`config.mk`:
```
export PLATFORM = sky130hd
export DESIGN_NAME = hazard_scoreboard
export DESIGN_NICKNAME = d
export VERILOG_FILES = /design/src/rtl/brisc_pkg.sv /design/src/rtl/sb_entry.sv /design/src/rtl/hazard_scoreboard.sv
export SDC_FILE = /design/constraint.sdc
export NUM_CORES = 1
export LEC_CHECK = 0
export ABC_AREA = 1
export CAP_MARGIN = 20
export CORE_UTILIZATION = 53
export DETAILED_ROUTE_END_ITERATION = 10
export GPL_TIMING_DRIVEN = 1
export PLACE_DENSITY = 0.74
export SKIP_CTS_REPAIR_TIMING = 1
export SYNTH_ARGS = -nofsm -noshare
export SYNTH_HDL_FRONTEND = slang
export SYNTH_SLANG_ARGS = --single-unit
```
`constraint.sdc`:
```
create_clock -name clk -period 4.91 [get_ports clk]
set_input_delay 0.982 -clock clk [delete_from_list [all_inputs] [get_ports clk]]
set_output_delay 0.982 -clock clk [all_outputs]
set_load 0.1 [all_outputs]
```
`src/rtl/brisc_pkg.sv`:
```
// brisc_pkg: shared types and constants for the hazard scoreboard
package brisc_pkg;
  localparam int NUM_REGS_DEF = 32;
  localparam int REG_BITS = $clog2(NUM_REGS_DEF);
  localparam int MUL_LAT_DEF = 5;
  localparam int CNT_BITS = 3;
  typedef enum logic [1:0] {UNIT_ALU, UNIT_MUL, UNIT_MEM} unit_e;
  typedef struct packed {
    logic busy;
    logic ready;
    unit_e unit;
    logic [CNT_BITS-1:0] cnt;
  } sb_entry_t;
endpackage

```
`src/rtl/sb_entry.sv`:
```
// sb_entry: state of one register's pending write (alloc > retire > mem done > countdown)
module sb_entry
  import brisc_pkg::*;
#(
  parameter int MUL_LAT = MUL_LAT_DEF
) (
  input  logic  clk,
  input  logic  reset,
  input  logic  alloc_in,
  input  unit_e alloc_unit_in,
  input  logic  freeze_in,
  input  logic  done_in,
  input  logic  retire_in,
  output logic  busy_out,
  output logic  ready_out
);
  sb_entry_t entry_q, entry_d;
  always_comb begin
    entry_d = entry_q;
    if (alloc_in) begin
      entry_d.busy = 1'b1;
      entry_d.ready = (alloc_unit_in == UNIT_ALU) || (alloc_unit_in == UNIT_MUL && MUL_LAT == 1);
      entry_d.unit = alloc_unit_in;
      entry_d.cnt = alloc_unit_in == UNIT_MUL ? CNT_BITS'(MUL_LAT - 1) : '0;
    end else if (retire_in) begin
      entry_d.busy = 1'b0;
      entry_d.ready = 1'b0;
      entry_d.cnt = '0;
    end else if (entry_q.busy) begin
      if (done_in && entry_q.unit == UNIT_MEM) entry_d.ready = 1'b1;
      if (entry_q.unit == UNIT_MUL && entry_q.cnt != '0 && !freeze_in) begin
        entry_d.cnt = entry_q.cnt - 1'b1;
        entry_d.ready = entry_q.ready | (entry_q.cnt == CNT_BITS'(1));
      end
    end
  end
  always_ff @(posedge clk) entry_q <= reset ? '0 : entry_d;
  assign busy_out = entry_q.busy;
  assign ready_out = entry_q.ready;
endmodule

```
`src/rtl/hazard_scoreboard.sv`:
```
// hazard_scoreboard: tracks in-flight register writes and stalls A on uncovered RAW/WAW hazards
module hazard_scoreboard
  import brisc_pkg::*;
#(
  parameter int NUM_REGS = NUM_REGS_DEF,
  parameter int MUL_LAT = MUL_LAT_DEF
) (
  input  logic                clk,
  input  logic                reset,
  input  logic                issue_valid_in,
  input  logic                issue_writes_in,
  input  unit_e               issue_unit_in,
  input  logic [REG_BITS-1:0] issue_rd_in,
  input  logic [REG_BITS-1:0] rs1_in,
  input  logic [REG_BITS-1:0] rs2_in,
  input  logic                rs1_used_in,
  input  logic                rs2_used_in,
  input  logic                mem_done_in,
  input  logic [REG_BITS-1:0] mem_rd_in,
  input  logic                freeze_in,
  input  logic                flush_in,
  input  logic                retire_valid_in,
  input  logic [REG_BITS-1:0] retire_rd_in,
  output logic                stall_out,
  output logic [NUM_REGS-1:0] busy_vec_out,
  output logic                err_out
);
  logic [NUM_REGS-1:0] busy_w, ready_w, pend_w;
  logic alloc_ok, raw1, raw2, waw, err_d, err_q;
  assign busy_w[0] = 1'b0;
  assign ready_w[0] = 1'b0;
  assign alloc_ok = issue_valid_in & issue_writes_in & !stall_out & !flush_in;
  for (genvar g = 1; g < NUM_REGS; g++) begin : g_ent
    sb_entry #(.MUL_LAT(MUL_LAT)) u_ent (
      .clk          (clk),
      .reset        (reset),
      .alloc_in     (alloc_ok && issue_rd_in == REG_BITS'(g)),
      .alloc_unit_in(issue_unit_in),
      .freeze_in    (freeze_in),
      .done_in      (mem_done_in && mem_rd_in == REG_BITS'(g)),
      .retire_in    (retire_valid_in && retire_rd_in == REG_BITS'(g)),
      .busy_out     (busy_w[g]),
      .ready_out    (ready_w[g])
    );
  end
  assign pend_w = busy_w & ~ready_w;
  always_comb begin
    raw1 = rs1_used_in && pend_w[rs1_in];
    raw2 = rs2_used_in && pend_w[rs2_in];
    waw = issue_writes_in && pend_w[issue_rd_in];
    stall_out = issue_valid_in && !flush_in && !reset && (raw1 || raw2 || waw);
    err_d = err_q || (retire_valid_in && retire_rd_in != '0 && !busy_w[retire_rd_in]);
  end
  always_ff @(posedge clk) err_q <= reset ? 1'b0 : err_d;
  assign busy_vec_out = busy_w;
  assign err_out = err_q;
endmodule

```
# ---- Word level (Yosys, flattened, before mapping)
# Cells that the tools add are included.
dict set report word_totals {
  regBits 218
  inputBits 37
  wordCells 1123
}
dict set report classes {
  n_addsub 31
  order_cmp 4
  n_eq_ne 187
  muxes 319
  n_bitwise 36
  reduce_logical 421
}
# cell count
set ops {}
lappend ops {{$mux 3} 125}
lappend ops {{$reduce_bool 3->1} 93}
lappend ops {{$eq 5x5->1 const B} 48}
lappend ops {{$logic_and 1x1->1} 194}
lappend ops {{$mux 1} 159}
lappend ops {{$reduce_and 2->1} 62}
lappend ops {{$reduce_bool 4->1} 31}
lappend ops {{$eq 5x4->1 const B} 24}
lappend ops {{$eq 3x1->1 const B} 31}
lappend ops {{$sub 3x1->3 const B} 31}
lappend ops {{$eq 2x1->1 const B} 32}
lappend ops {{$eq 2x2->1 const B} 31}
lappend ops {{$mux 2} 31}
lappend ops {{$reduce_bool 2->1} 31}
lappend ops {{$eq 5x3->1 const B} 12}
lappend ops {{$and 32x32->32} 1}
lappend ops {{$not 32->32} 1}
lappend ops {{$or 1x1->1} 31}
lappend ops {{$eq 5x2->1 const B} 6}
lappend ops {{$lt 5x6->1 const B} 4}
lappend ops {{$bmux 1 s5} 4}
lappend ops {{$eq 5x1->1 const B} 3}
lappend ops {{$logic_not 1->1} 5}
lappend ops {{$reduce_bool 5->1} 1}
lappend ops {{3 further kinds} 7}

# ---- Longest topological paths before layout
dict set report logic_depth {
  ltp_word 14
  mapped_depth 21
}

# ---- By module
# A second synthesis with hierarchy kept.
dict set report unflattened {
  cells_unflattened 2630
  area_unflattened_um2 16527.1
}
# mod instances cells_per_inst area_each_um2 seq_area_each_um2
set modules_own_cells {}
lappend modules_own_cells {sb_entry 31 67 444.2 140.1}
lappend modules_own_cells {hazard_scoreboard 1 553 2757.6 20.0}

# ---- Least setup slack after synthesis
# Ideal clock, no wire load.
dict set report synth_timing {
  kind {input port to output port}
  from {input port rs2_in[0]}
  to {output port stall_out}
  arrival_ps 3035
  required_ps 3928
  path_slack_ps 893
  path_stages 16
  path_buffers 5
  cell_sequence {clkbuf_2 inv_1 buf_2 nand3_1 nand3_1 nand3_1 nand3_1 nand2_1 nand2_1 nand3_1 nand3_1 nand2_1 buf_6 buf_6 buf_2 inv_1}
}
dict set report synth_via {
  elab_chain_cells 6
}
# element line
set synth_rtl {}
lappend synth_rtl {{start, declared} hazard_scoreboard.sv:15} ;# input logic [REG_BITS-1:0] rs2_in,
lappend synth_rtl {{$bmux 1 s5} hazard_scoreboard.sv:49} ;# raw2 = rs2_used_in && pend_w[rs2_in];
lappend synth_rtl {{$mux 1 (not written as such)} hazard_scoreboard.sv:49}
lappend synth_rtl {{$logic_and 1x1->1} hazard_scoreboard.sv:49}
lappend synth_rtl {{$logic_or 1x1->1 (2 in series)} hazard_scoreboard.sv:51} ;# stall_out = issue_valid_in && !flush_in && !reset && (raw1 || raw2 || waw);
lappend synth_rtl {{$logic_and 1x1->1} hazard_scoreboard.sv:51}
lappend synth_rtl {{end, declared} hazard_scoreboard.sv:24} ;# output logic stall_out,
# Every way passes these cells. The select of a mux whose other input is x is not followed.

# ---- Worst setup path in the final report
dict set report layout_timing {
  from {input port issue_rd_in[1]}
  to {output port stall_out}
}
dict set report layout_via {
  elab_chain_cells 5
}
# element line
set layout_rtl {}
lappend layout_rtl {{start, declared} hazard_scoreboard.sv:13} ;# input logic [REG_BITS-1:0] issue_rd_in,
lappend layout_rtl {{$bmux 1 s5} hazard_scoreboard.sv:50} ;# waw = issue_writes_in && pend_w[issue_rd_in];
lappend layout_rtl {{$mux 1 (not written as such)} hazard_scoreboard.sv:50}
lappend layout_rtl {{$logic_and 1x1->1} hazard_scoreboard.sv:50}
lappend layout_rtl {{$logic_or 1x1->1} hazard_scoreboard.sv:51}
lappend layout_rtl {{$logic_and 1x1->1} hazard_scoreboard.sv:51}
# Every way passes these cells. The select of a mux whose other input is x is not followed.

==> run summary <==
Synth Area in Compound Gates - 15.67%
Layout net count - 2449
Met3 Usage GRT - 6.397%
Hold path depth - 2
Clock Tree Root - clkbuf_16
Avg WL per Cell - 18.78 um
Final Skew - 0.01765 ns
GRT Total Usage - 34.32%
Dpl hpwl - 36140 um
Final setup viols - 0
Final cycle utilization of the critical path - 88.19%
Area grow syn2layout - 10.02%
I/O pins - 71
Die ar. - 29300 um^2
Largest family of logic cells by synthesized area - simple AND/OR/NAND/NOR gates
Register Area - 4364 um^2
Yosys top cell by area - dfxtp_1
Post-Synthesis Cells - 2344
Max IR drop VDD - 0.2951 mV
Avg Cell Area, Syn - 6.472 um^2
Dpl ws - 0.4395 ns
Largest net degree at the start of global routing - 88
Initial antenna violation count - 3
Synth cell types - 37
DRC errors left - 0
Total clock sinks - 218
Hold EP - g_ent[18].u_ent.entry_q[3]
First-pass GRT wire length - 77850 um
Busiest grt layer - met2
Routability Congestion - 1.029
Final min period - 4.330 ns
Max-slew violations - 0
Crit Path Class - in -> out
RSZ-0062 raised after global routing - no
Top cells by area, synth - dfxtp_1, nand2_1, nand3_1
Core Box Area - 27930 um^2
Via count - 16.02k
Critical Path AT - 3.35 ns
Hold Crit Start - g_ent[18].u_ent.entry_q[3]
Final ANT Viol Nets - 0
Synth top area share - 28.77%
Reg2Reg Setup Slack - 1.78 ns
Slew headroom - 22.69%
Post-synthesis simple-gate area fraction - 32.66%
Met1 usage - 44.63%
Post-route cell area - 16690 um^2
Multi-input logic area - 8786 um^2
Pleak - 0.006831 uW
CP endpoint kind - output pin
Post-synthesis mux area share - 0%
Largest fanout on the critical path - 8
Initial Util - 54.30%
Worst Tran Pin Value - 1.158 ns
CTS tree - done
# rows - 61
DRT Wirelength - 51020 um
Placed Area - 15790 um^2
Fraction of the mapped netlist area in adder cells - 7.671%
Share of cells above drive strength 1 - 3.723%
Worst Slack Setup Final - 0.5800 ns
Syn_nets - 2474
Die Span X - 171.2 um
Warnings, synthesis - 0
GR Util met2 - 55.37%
Register area share after synthesis - 28.77%
Ratio of routed vias to standard cells - 5.895
Critical R2R Capture - g_ent[25].u_ent.entry_q[2]
DRT Pass-1 Iters - 8
Synth Area in XOR/XNOR - 1.790%
R2R depth - 17
Number of global-route vias before repair - 14.33k
Port Buf Inserts - 69
CTS Buffer Depth - 3
Crit path required time - 3.93 ns
F_max - 230.9 MHz
Crit Reg-Reg Startpoint - g_ent[8].u_ent.busy_out
Yosys reg bits - 218
H-tree levels - 1
Post-Syn Area - 15170 um^2
Die Y - 171.2 um
Outcome - complete, no violations
TNS Setup - 0 ns
Worst-Skew Late Latency - 0.55 ns
FILL cells - 2711
Initial DRC count - 1836
Pwr dens - 252.5 nW/um^2
Critical Path Source Type - input pin
Hold Fails Final Rpt - 0
Clock-pin slew on the worst setup and hold paths - 0.06 ns
Worst Hold Class - reg -> reg
Worst hold slack - 0.4617 ns
Max_cap viols - 0
Cts bufs inserted - 27
Total grt overflow - 0
## cell usage in the layout, fill, tap and decap left out, types with 27 or more instances in the layout
cell,instances
nand3_1,272
ha_1,93
clkbuf_16,27
dfxtp_1,218
clkdlybuf4s50_1,66
nand4_1,125
o2111ai_1,31
a21oi_1,136
nor3_1,31
o21ai_0,134
nor2_1,278
nand2_1,377
inv_1,337
xor2_1,31
## kinds of logic (layout without fill, tap and decap cells)
family,count (synthesis),after routing
adder cells (fa/ha/maj),93,93
AND/OR/NAND/NOR,1109,1109
XOR/XNOR,31,31
other,1,3
AO/OA/AOI/OAI,403,403
flip-flops,218,218
buffers and inverters,489,482
## through the flow
stage / power (uW) / cells / utilization [%]
detailed placement: 2198 / 2668 / 56.54
global route: 4310 / 2715 / 59.73
CTS: 4216 / 2715 / 59.73
global placement: 2198 / 2668 / 56.54
finish: 4214 / 2717 / 59.75
floorplan: 2043 / 2344 / -
## state kept, by name, summed over array words and instances (netlist names)
signal	flops
g_ent.u_ent.entry_q	155
g_ent.u_ent.busy_out	31
g_ent.u_ent.ready_out	31
err_out	1
## layout make-up
type | instances | share of cell area [%]
Multi-Input combinational cell | 1637 | 52.64
Sequential cell | 218 | 26.15
Inverter | 345 | 7.774
Timing Repair Buffer | 90 | 5.233
Clock buffer | 39 | 4.798
Tap cell | 378 | 2.834
Clock inverter | 8 | 0.5398
Antenna cell | 2 | 0.02999
## critical path, cell delays in order
cell and delay (ns):
clkdlybuf4s50_1 0.54, inv_1 0.09, nor2_2 0.42, o21ai_0 0.29, a21oi_1 0.27, nor2_1 0.08, nand3_1 0.06, nand2_1 0.07
nand2_1 0.06, nand3_1 0.09, nand2_2 0.09, inv_1 0.11, buf_12 0.19
## cells in the mapped netlist
cell and count:
o2111ai_1 31, nand4_1 125, a211oi_1 24, clkbuf_2 2
buf_4 35, nand3b_1 11, a22oi_1 2, nand3_2 8
nor2_2 2, a22o_1 1, inv_2 4, nor3b_1 1
o22ai_1 9, xor2_1 31, dfxtp_1 218, a31oi_1 4
clkbuf_1 62, o211ai_1 24, nand2_1 378, nor2_1 281
nor3_1 31, o21ai_1 11, clkinv_1 3, a41oi_1 5
o221ai_1 2, buf_6 2, buf_1 3, o21ai_0 134
nand3_1 272, buf_2 40, conb_1 1, o41ai_1 2
a211o_1 16, o31ai_1 2, inv_1 338, ha_1 93
a21oi_1 136
## where the power goes
group          leakage, uW  switching [uW]  internal, uW  total (uW)
sequential         0.00176            11.9          1780        1790
combinational      0.00463             284          96.4         380
clock             0.000447             817          1220        2040
## per-layer routing
metal  up-vias  part of all wire [%]
met5         -                 0.045
met4         4                   4.2
met3       144                    10
met2       748                    44
met1      7381                    41
li1       7739                     -
## how the worst max path moves through the flow
| stage | startpoint | endpoint | slack, ns | cells after the start |
|---|---|---|---|---|
| after detailed placement | issue_rd_in[1] | g_ent[4].u_ent.entry_q[2] | 0.44 | 17 |
| after CTS | issue_rd_in[1] | stall_out | 0.67 | 13 |
| after global placement | issue_rd_in[1] | g_ent[24].u_ent.entry_q[2] | 0.43 | 17 |
| after global routing | issue_rd_in[1] | stall_out | 0.50 | 13 |
| after floorplan | rs2_in[0] | stall_out | 0.89 | 16 |
| final | issue_rd_in[1] | stall_out | 0.58 | 13 |
No activity file was read; power rests on OpenSTA's default activity.
